`config.mk`:
```
export PLATFORM = sky130hd
export DESIGN_NAME = uart_tx_arbiter
export DESIGN_NICKNAME = d
export VERILOG_FILES = /design/src/rtl/uart_arb_pkg.sv /design/src/rtl/uart_arb_rr_pick.sv /design/src/rtl/uart_tx_arbiter.sv
export SDC_FILE = /design/constraint.sdc
export NUM_CORES = 1
export LEC_CHECK = 0
export ABC_AREA = 0
export ABC_CLOCK_PERIOD_IN_PS = 2900
export CORE_MARGIN = 5
export CORE_UTILIZATION = 43
export CTS_CLUSTER_DIAMETER = 30
export DETAILED_ROUTE_END_ITERATION = 12
export MAX_ROUTING_LAYER = met4
export PLACE_DENSITY = 0.89
export SLEW_MARGIN = 20
export SYNTH_ARGS = -nofsm -noshare
export SYNTH_HDL_FRONTEND = slang
export SYNTH_SLANG_ARGS = --single-unit
```
`constraint.sdc`:
```
create_clock -name clk -period 2.9 [get_ports clk]
set_clock_uncertainty 0.2 [all_clocks]
set_input_delay 0.435 -clock clk [delete_from_list [all_inputs] [get_ports clk]]
set_output_delay 0.435 -clock clk [all_outputs]
set_load 0.005 [all_outputs]
```
`src/rtl/uart_arb_pkg.sv`:
```
// rtl/uart_arb_pkg.sv - shared state encoding and constants for the UART TX arbiter
package uart_arb_pkg;

    localparam int          DATA_W              = 8;
    localparam logic [15:0] TIMEOUT_CYCLES_DFLT = 16'd57600;

    typedef enum logic [2:0] {
        ST_IDLE,
        ST_LOAD,
        ST_SEND,
        ST_WAIT_BUSY,
        ST_WAIT_DONE
    } arb_state_e;

endpackage

```
`src/rtl/uart_arb_rr_pick.sv`:
```
// rtl/uart_arb_rr_pick.sv - combinational round-robin search starting at ptr_i with wrap
module uart_arb_rr_pick #(
    parameter int N  = 4,
    parameter int PW = 2
) (
    input  logic [N-1:0]  req_i,
    input  logic [PW-1:0] ptr_i,
    output logic [N-1:0]  gnt_o,
    output logic          valid_o
);

    logic [PW-1:0] idx;

    always_comb begin
        gnt_o   = '0;
        valid_o = 1'b0;
        idx     = '0;
        for (int k = 0; k < N; k++) begin
            idx = PW'((int'(ptr_i) + k) % N);
            if (!valid_o && req_i[idx]) begin
                gnt_o[idx] = 1'b1;
                valid_o    = 1'b1;
            end
        end
    end

endmodule

```
`src/rtl/uart_tx_arbiter.sv`:
```
// rtl/uart_tx_arbiter.sv - packet-locked round-robin arbiter in front of one UART TX
// Optional stall timeout in LOAD is built only when UART_ARB_TIMEOUT_EN is defined.
module uart_tx_arbiter
    import uart_arb_pkg::*;
#(
    parameter int          NUM_REQ        = 4,
    parameter logic [15:0] TIMEOUT_CYCLES = TIMEOUT_CYCLES_DFLT
) (
    input  logic                      clk,
    input  logic                      reset_b,
    input  logic [NUM_REQ-1:0]        req_valid,
    input  logic [DATA_W*NUM_REQ-1:0] req_data,
    input  logic [NUM_REQ-1:0]        req_last,
    output logic [NUM_REQ-1:0]        req_ready,
    output logic [NUM_REQ-1:0]        grant,
    input  logic                      TX_Ready,
    output logic                      TX_en,
    output logic [DATA_W-1:0]         TX_data,
    output logic                      busy,
    output logic                      timeout_err
);

    localparam int PTR_W = (NUM_REQ > 1) ? $clog2(NUM_REQ) : 1;

    // Parameter sanity hook: an illegal configuration elaborates this empty block.
    if (NUM_REQ < 2 || NUM_REQ > 8 || TIMEOUT_CYCLES == 16'd0) begin : g_illegal_cfg
    end

    arb_state_e         state_q, state_d;
    logic [NUM_REQ-1:0] grant_q, grant_d;
    logic [PTR_W-1:0]   rr_ptr_q, rr_ptr_d;
    logic               tx_en_q, tx_en_d;
    logic [DATA_W-1:0]  tx_data_q, tx_data_d;
    logic               last_q, last_d;
    logic               busy_q, busy_d;

    logic [NUM_REQ-1:0] pick_gnt;
    logic               pick_vld;
    logic [PTR_W-1:0]   own_idx, next_ptr;
    logic               own_valid, own_last;
    logic [DATA_W-1:0]  own_data;

`ifdef UART_ARB_TIMEOUT_EN
    logic [15:0] stall_q, stall_d;
    logic        timeout_err_q, timeout_err_d;
`endif

    uart_arb_rr_pick #(
        .N  (NUM_REQ),
        .PW (PTR_W)
    ) u_pick (
        .req_i   (req_valid),
        .ptr_i   (rr_ptr_q),
        .gnt_o   (pick_gnt),
        .valid_o (pick_vld)
    );

    always_comb begin
        own_idx   = '0;
        own_valid = 1'b0;
        own_last  = 1'b0;
        own_data  = '0;
        for (int i = 0; i < NUM_REQ; i++) begin
            if (grant_q[i]) begin
                own_idx   = PTR_W'(i);
                own_valid = req_valid[i];
                own_last  = req_last[i];
                own_data  = req_data[i*DATA_W +: DATA_W];
            end
        end
    end

    assign next_ptr = (own_idx == PTR_W'(NUM_REQ - 1)) ? '0 : own_idx + 1'b1;

    always_comb begin
        state_d   = state_q;
        grant_d   = grant_q;
        rr_ptr_d  = rr_ptr_q;
        tx_data_d = tx_data_q;
        last_d    = last_q;
`ifdef UART_ARB_TIMEOUT_EN
        timeout_err_d = 1'b0;
`endif
        case (state_q)
            ST_IDLE: begin
                if (TX_Ready && pick_vld) begin
                    grant_d = pick_gnt;
                    state_d = ST_LOAD;
                end
            end
            ST_LOAD: begin
                if (own_valid) begin
                    tx_data_d = own_data;
                    last_d    = own_last;
                    state_d   = ST_SEND;
                end
`ifdef UART_ARB_TIMEOUT_EN
                else if (stall_q == TIMEOUT_CYCLES - 16'd1) begin
                    timeout_err_d = 1'b1;
                    grant_d       = '0;
                    rr_ptr_d      = next_ptr;
                    state_d       = ST_IDLE;
                end
`endif
            end
            ST_SEND: begin
                state_d = ST_WAIT_BUSY;
            end
            ST_WAIT_BUSY: begin
                if (!TX_Ready) begin
                    state_d = ST_WAIT_DONE;
                end
            end
            ST_WAIT_DONE: begin
                if (TX_Ready) begin
                    if (last_q) begin
                        grant_d  = '0;
                        rr_ptr_d = next_ptr;
                        state_d  = ST_IDLE;
                    end else begin
                        state_d = ST_LOAD;
                    end
                end
            end
            default: begin
                state_d   = ST_IDLE;
                grant_d   = '0;
                rr_ptr_d  = '0;
                tx_data_d = '0;
                last_d    = 1'b0;
            end
        endcase
        // Strobes derive from the next state so they line up with it after the edge.
        tx_en_d = (state_d == ST_SEND);
        busy_d  = (state_d != ST_IDLE);
`ifdef UART_ARB_TIMEOUT_EN
        stall_d = (state_q == ST_LOAD && !own_valid && state_d == ST_LOAD) ? stall_q + 16'd1 : 16'd0;
`endif
    end

    always_ff @(posedge clk or negedge reset_b) begin
        if (!reset_b) begin
            state_q   <= ST_IDLE;
            grant_q   <= '0;
            rr_ptr_q  <= '0;
            tx_en_q   <= 1'b0;
            tx_data_q <= '0;
            last_q    <= 1'b0;
            busy_q    <= 1'b0;
        end else begin
            state_q   <= state_d;
            grant_q   <= grant_d;
            rr_ptr_q  <= rr_ptr_d;
            tx_en_q   <= tx_en_d;
            tx_data_q <= tx_data_d;
            last_q    <= last_d;
            busy_q    <= busy_d;
        end
    end

`ifdef UART_ARB_TIMEOUT_EN
    always_ff @(posedge clk or negedge reset_b) begin
        if (!reset_b) begin
            stall_q       <= '0;
            timeout_err_q <= 1'b0;
        end else begin
            stall_q       <= stall_d;
            timeout_err_q <= timeout_err_d;
        end
    end
    assign timeout_err = timeout_err_q;
`else
    assign timeout_err = 1'b0;
`endif

    assign req_ready = (state_q == ST_LOAD) ? grant_q : '0;
    assign grant     = grant_q;
    assign TX_en     = tx_en_q;
    assign TX_data   = tx_data_q;
    assign busy      = busy_q;

endmodule

```
# --- Word level (Yosys, flattened, before mapping) ---
# Index checks and enable logic that the tools add are counted.
totals:
  register_bits: 20
  elab_cells: 112
  out_inout_bits: 19
classes:
  mux: 58
  n_lt_le_gt_ge: 8
  n_bitwise: 6
  addsub: 4
  n_eq_ne: 10
  reduce_logical: 19
op_table:
  columns: ["op", "n"]
  rows:
  - ["two-way mux 8 bit", 5]
  - ["two-way mux 4 bit", 8]
  - ["two-way mux 1 bit", 23]
  - ["case mux 8 bit (2 select lines)", 1]
  - ["case mux 3 bit (5 select lines)", 1]
  - ["< comparator 2 x 3 -> 1 bit, second input constant", 4]
  - ["two-way mux 3 bit", 4]
  - ["bitwise OR 4 bit", 3]
  - ["case mux 4 bit (3 select lines)", 1]
  - ["two-way mux 2 bit", 5]
  - ["equality test 3 x 2 -> 1 bit, second input constant", 3]
  - ["binary-select mux 1 bit (select 2 bit)", 4]
  - ["demux 1 bit (select 2 bit)", 4]
  - ["greater-or-equal comparator 2 x 1 -> 1 bit, second input constant", 4]
  - ["logical AND 1 bit", 8]
  - ["!= test 2 bit, second input constant", 4]
  - ["OR reduction 4 bit", 2]
  - ["adder 2 x 1 -> 2 bit, second input constant", 2]
  - ["adder 2 bit, second input constant", 2]
  - ["case mux 2 bit (2 select lines)", 1]
  - ["AND reduction 4 bit", 1]
  - ["equality test 3 x 1 -> 1 bit, second input constant", 1]
  - ["equality test 3 bit, second input constant", 1]
  - ["logical NOT 1 bit", 3]
  - ["other kinds (8)", 10]

# --- Logic depth before layout (Yosys ltp) ---
# Gate-level depths: netlist (run 1).
depth:
  ltp_word: 16
  ltp_mapped: 8

# --- Cells and area by module ---
# Synthesis (run 1) repeated with hierarchy kept, for this count alone.
unflattened:
  hier_cells: 185
  area_unflattened_um2: 1742.9
by_module_without_submodules:
  columns: ["mod", "n_inst", "area_each_um2", "cells_each"]
  rows:
  - ["uart_tx_arbiter", 1, 1248.7, 123]
  - ["uart_arb_rr_pick", 1, 494.2, 62]

# --- Least setup slack after synthesis (run 1) ---
# OpenSTA, ideal clock, no wires.
synth_timing:
  path_kind: "register to register"
  from: "register rr_ptr_q[0]"
  to: "register grant_q[3], in the netlist grant[3]"
  t_arrival_ns: 2.138
  slack_ns: 0.495
  path_buffers: 1
  setup_ns: 0.066
  required_ns: 2.634
  stages_incl_launch_ff: 9
  path_cell_list: "dfrtp_1 -> buf_6 -> inv_1 -> ha_1 -> mux2_2 -> mux2i_1 -> o211ai_1 -> a311oi_1 -> a221o_1"
synth_via:
  elab_chain_len: 15
  word_cells_on_any_way: 53
  classes_between: "add/sub (3); order compare (8); eq/ne (1); mux (26); bitwise (3); reduce/logical (12)"
synth_rtl:
  columns: ["element", "line_no", "source"]
  rows:
  - ["from (decl)", "uart_tx_arbiter.sv:31", "logic [PTR_W-1:0] rr_ptr_q, rr_ptr_d;"]
  - ["from (signal assigned)", "uart_tx_arbiter.sv:153", "rr_ptr_q <= rr_ptr_d;"]
  - ["parallel branches: the longest is 15 deep, another holds < comparator 2 x 3 -> 1 bit", null, null]
  - ["to (signal assigned)", "uart_tx_arbiter.sv:152", "grant_q <= grant_d;"]
  - ["to (decl)", "uart_tx_arbiter.sv:30", "logic [NUM_REQ-1:0] grant_q, grant_d;"]
# Parallel ways; which one is timed is not known. The select of a mux whose other input is x is not followed.
# A chain may end at the register's enable or synchronous reset.

# --- Worst setup path after layout (run 1) ---
layout_timing:
  from: "register rr_ptr_q[1]"
  to: "register grant_q[3], in the netlist grant[3]"
# Same word-level chain as after synthesis.

==> results.txt, run 1 <==
The via count of the routed design is 1,559. The maximum fanout encountered on the critical timing path came out at 9. The area enclosed by the die boundary is 0.00486 mm2. TritonCTS built the clock tree. The total nets after synthesis is 222. For this design the top-level I/O count stands at 62.

The number of max-cap violations is 0. The routed design has 4.41 mm of wire. The number of different library cells used by synthesis comes to 35. The worst-skew pair later-pin latency is 310 ps.

The number of antenna violations at the first check in global routing came out at 0. The total of warnings raised by yosys came out at 0. The max-slew violation count is 0. The DRC violation total after the first TritonRoute iteration came out at 118. The overall overflow remaining after global route is 0.

The half-perimeter wire length of the detailed placement result is 3.44 mm. The iteration count of the initial detailed-routing pass is 4. The number of buffers inserted to repair setup after CTS came out at 0. The smallest hold slack is 293 ps. The die is 69.7 um tall. The root buffer cell chosen for the clock tree is sky130_fd_sc_hd__clkbuf_4.

STA classifies the critical path endpoint as a register. The initial utilization of the core area, before any placement, comes to 0.452. The total area inside the core boundary comes to 0.00339 mm2. The overall track demand over capacity in global routing is 0.185. The final setup TNS is 0 ps. The average cell area after synthesis is 8.96 um2. The floorplan row count came out at 21. In this run the static leakage power is 0.848 nW. The power per cell area came out at 782 mW/mm2. At the worst endpoint, the arrival time is 2740 ps. The worst ir drop on vdd came out at 0.593 mV.

sky130_fd_sc_hd__dfrtp_1 takes more of the synthesized area than any other cell. In this run the tightest slew margin relative to its limit is 0.429. The placer's final routability congestion estimate came out at 0.996.

Of the cells placed in the final design, the portion with a size suffix greater than 1 is 0.0693. The flow ran to the end, and the final reports show no timing, DRC or antenna violations. The shortest clock period the worst path allows after layout is 2690 ps. Setup violations remaining at the end of the flow were counted as 0. The worst endpoint required time is 2960 ps. The count of buffers added on input and output ports is 60. The overall power after layout came out at 0.00175 W.

The flip-flop and latch count after synthesis came out at 20. For this run, the register share of the synthesized area comes to 0.327. The number of hold buffers added after CTS is 0.

The hold violation total from the final report came out at 0. The post-synthesis to final-layout area growth is 46.1%. Ranked by total cell area, the synthesized netlist is headed by sky130_fd_sc_hd__dfrtp_1, sky130_fd_sc_hd__ha_1, sky130_fd_sc_hd__nor2b_1. The largest net degree at the start of global routing is 21. The worst setup path is of the register to register kind. The deepest level of the CTS H-tree is 1. The cell area that synthesis handed to floorplanning was 0.00153 mm2. The slew of the pin with the lowest slew margin came out at 853 ps. Once detail routing completed, the nets flagged for antenna violations numbered 0. The final routed DRC violation total is 0.

Clock-pin slew was measured on the worst setup and hold paths at 110 ps. STA classifies the critical path startpoint as a register. The first global-routing pass estimated 7.27 mm of wire. The number of gates resized after CTS came out at 0. The total number of nets in the final design came out at 283. The type of the tightest min-delay check is register to register. The maximum clock frequency came out at 372 MHz. The floorplan step set the die width to 69.7 um. The final worst-path cycle share came out at 0.926. The share of the synthesized area in the top cell type is 0.327.

The count of clock tree sinks came out at 20. In the final routed layout, each cell accounts on average for 15.9 um. Clock tree synthesis inserted a total of 3 buffers. The count of inserted antenna diode cells is 0. The fill cell instance count of the final layout is 262. Setup repair after global routing left no endpoint under its margin. Counting every instance in the synthesized netlist gives 171. The clock passes through at most 2 buffers.

The via density per instance is 5.63. The number of global-route vias before repair is 1,486.
==> registers in the layout (all words and copies together) (netlist names) <==
| register | cells |
|---|---|
| rr_ptr_q | 2 |
| last_q | 1 |
| grant | 4 |
| busy | 1 |
| TX_en | 1 |
| state_q | 3 |
| TX_data | 8 |
==> cell type report <==
class | instances | area, um2 | share of cell area
clock inverter | 1 | 30.0 | 0.0134
sequential | 20 | 500 | 0.224
clock buffer | 3 | 22.5 | 0.0101
inverter | 5 | 18.8 | 0.00839
timing repair buffer | 66 | 646 | 0.289
tap | 46 | 57.6 | 0.0257
multi-input combinational | 136 | 962 | 0.430
==> cells in the mapped netlist <==
| cell type | instances |
|---|---|
| sky130_fd_sc_hd__o211ai_1 | 5 |
| sky130_fd_sc_hd__mux2i_1 | 3 |
| sky130_fd_sc_hd__nand2b_1 | 1 |
| sky130_fd_sc_hd__buf_6 | 1 |
| sky130_fd_sc_hd__clkbuf_1 | 7 |
| sky130_fd_sc_hd__nor2_1 | 9 |
| sky130_fd_sc_hd__buf_4 | 1 |
| sky130_fd_sc_hd__nand2_2 | 1 |
| sky130_fd_sc_hd__nor2b_1 | 16 |
| sky130_fd_sc_hd__conb_1 | 1 |
| sky130_fd_sc_hd__a221oi_2 | 1 |
| sky130_fd_sc_hd__o311ai_0 | 1 |
| sky130_fd_sc_hd__nor3_1 | 11 |
| sky130_fd_sc_hd__and2_1 | 6 |
| sky130_fd_sc_hd__mux4_2 | 1 |
| sky130_fd_sc_hd__nand3_1 | 4 |
| sky130_fd_sc_hd__nor4_1 | 1 |
| sky130_fd_sc_hd__a221oi_1 | 9 |
| sky130_fd_sc_hd__mux2_2 | 2 |
| sky130_fd_sc_hd__a311oi_1 | 4 |
| sky130_fd_sc_hd__o2bb2ai_1 | 9 |
| sky130_fd_sc_hd__inv_1 | 5 |
| sky130_fd_sc_hd__nand3b_1 | 2 |
| sky130_fd_sc_hd__nand2_1 | 7 |
| sky130_fd_sc_hd__ha_1 | 8 |
| sky130_fd_sc_hd__a221o_1 | 4 |
| sky130_fd_sc_hd__o21ai_2 | 1 |
| sky130_fd_sc_hd__buf_2 | 1 |
| sky130_fd_sc_hd__o21ai_0 | 3 |
| sky130_fd_sc_hd__nor3b_1 | 5 |
| sky130_fd_sc_hd__o41ai_1 | 2 |
| sky130_fd_sc_hd__a22oi_1 | 1 |
| sky130_fd_sc_hd__a21oi_1 | 17 |
| sky130_fd_sc_hd__o41a_1 | 1 |
| sky130_fd_sc_hd__dfrtp_1 | 20 |
==> power by group <==
group | internal (W) | switching, W | leakage, nW | total (W)
Combinational | 0.000534 | 0.000492 | 0.559 | 0.00103
Clock | 0.000140 | 0.0000843 | 0.0279 | 0.000224
Sequential | 0.000376 | 0.000123 | 0.260 | 0.000499
Total | 0.00105 | 0.000700 | 0.848 | 0.00175
==> critical path: stages, from the launching register on <==
cell	delay [ps]
sky130_fd_sc_hd__dfrtp_1	560
sky130_fd_sc_hd__inv_1	150
sky130_fd_sc_hd__ha_1	370
sky130_fd_sc_hd__mux2_2	390
sky130_fd_sc_hd__mux2i_1	310
sky130_fd_sc_hd__o211ai_1	150
sky130_fd_sc_hd__a311oi_1	340
sky130_fd_sc_hd__a221o_1	160
==> placed cells by master, fill, tap and decap left out, types with 2 or more instances in the layout <==
master                            instances
sky130_fd_sc_hd__nor3b_1                  5
sky130_fd_sc_hd__mux2_2                   2
sky130_fd_sc_hd__nand3_1                  4
sky130_fd_sc_hd__inv_1                    5
sky130_fd_sc_hd__a21oi_1                 17
sky130_fd_sc_hd__buf_4                    6
sky130_fd_sc_hd__o2bb2ai_1                9
sky130_fd_sc_hd__o211ai_1                 5
sky130_fd_sc_hd__nor3_1                  11
sky130_fd_sc_hd__a311oi_1                 4
sky130_fd_sc_hd__dfrtp_1                 20
sky130_fd_sc_hd__a221o_1                  4
sky130_fd_sc_hd__and2_1                   6
sky130_fd_sc_hd__mux2i_1                  3
sky130_fd_sc_hd__a221oi_1                 9
sky130_fd_sc_hd__o21ai_0                  3
sky130_fd_sc_hd__ha_1                     8
sky130_fd_sc_hd__nor2_1                   9
sky130_fd_sc_hd__clkdlybuf4s50_1         60
sky130_fd_sc_hd__nand3b_1                 2
sky130_fd_sc_hd__o41ai_1                  2
sky130_fd_sc_hd__clkbuf_4                 3
sky130_fd_sc_hd__nand2_1                  7
sky130_fd_sc_hd__nor2b_1                 16
==> path summary, 6_finish.rpt <==
path                               end  cells past startpoint  slack (ps)         from
max                           grant[3]                      7         210  rr_ptr_q[1]
min                         TX_data[0]                      1         290   TX_data[0]
max reg2reg                   grant[3]                      7         210  rr_ptr_q[1]
min reg2reg                 TX_data[0]                      1         290   TX_data[0]
max in group asynchronous   state_q[0]                      1        1570      reset_b
min in group asynchronous  rr_ptr_q[1]                      1         400      reset_b
==> per-layer routing <==
metal / part of all wire / GRT usage / wire (um) / vias up
met5: 0 / - / 0 / -
met3: 0.053 / 0.0391 / 235 / 10
met1: 0.41 / 0.210 / 1790 / 720
met4: 0.018 / 0.0596 / 79 / 0
met2: 0.52 / 0.324 / 2300 / 54
li1: - / - / - / 775
==> metrics by stage <==
stage                     cells  setup WS [ps]   util  instance area, um2
after global placement      273            436  0.645                2180
after global routing        277           92.7  0.660                2240
after CTS                   277            287  0.660                2240
after detailed placement    273            312  0.645                2180
after floorplan             171            495      -                1530
final                       277            215  0.660                2240
==> kinds of logic after synthesis <==
kind of cell | after synthesis | share of synthesized area
adder cells (fa/ha/maj) | 8 | 0.0654
flip-flops | 20 | 0.327
AO/OA/AOI/OAI | 58 | 0.287
other | 1 | 0.00245
buffers and inverters | 15 | 0.0449
AND/OR/NAND/NOR | 63 | 0.225
multiplexers | 6 | 0.0490
No activity file was read; power rests on OpenSTA's default activity.
==> inputs of run 2 (changes only) <==
Settings changed: CTS_CLUSTER_SIZE from default to 40.
==> results of run 2 <==
Same layout as run 1: the final DEF is identical, and so are final timing and power.
==> inputs of run 3 (changes only) <==
Settings changed: CAP_MARGIN from default to 20.
==> results of run 3 <==
Same layout as run 1: the final DEF is identical, and so are final timing and power.
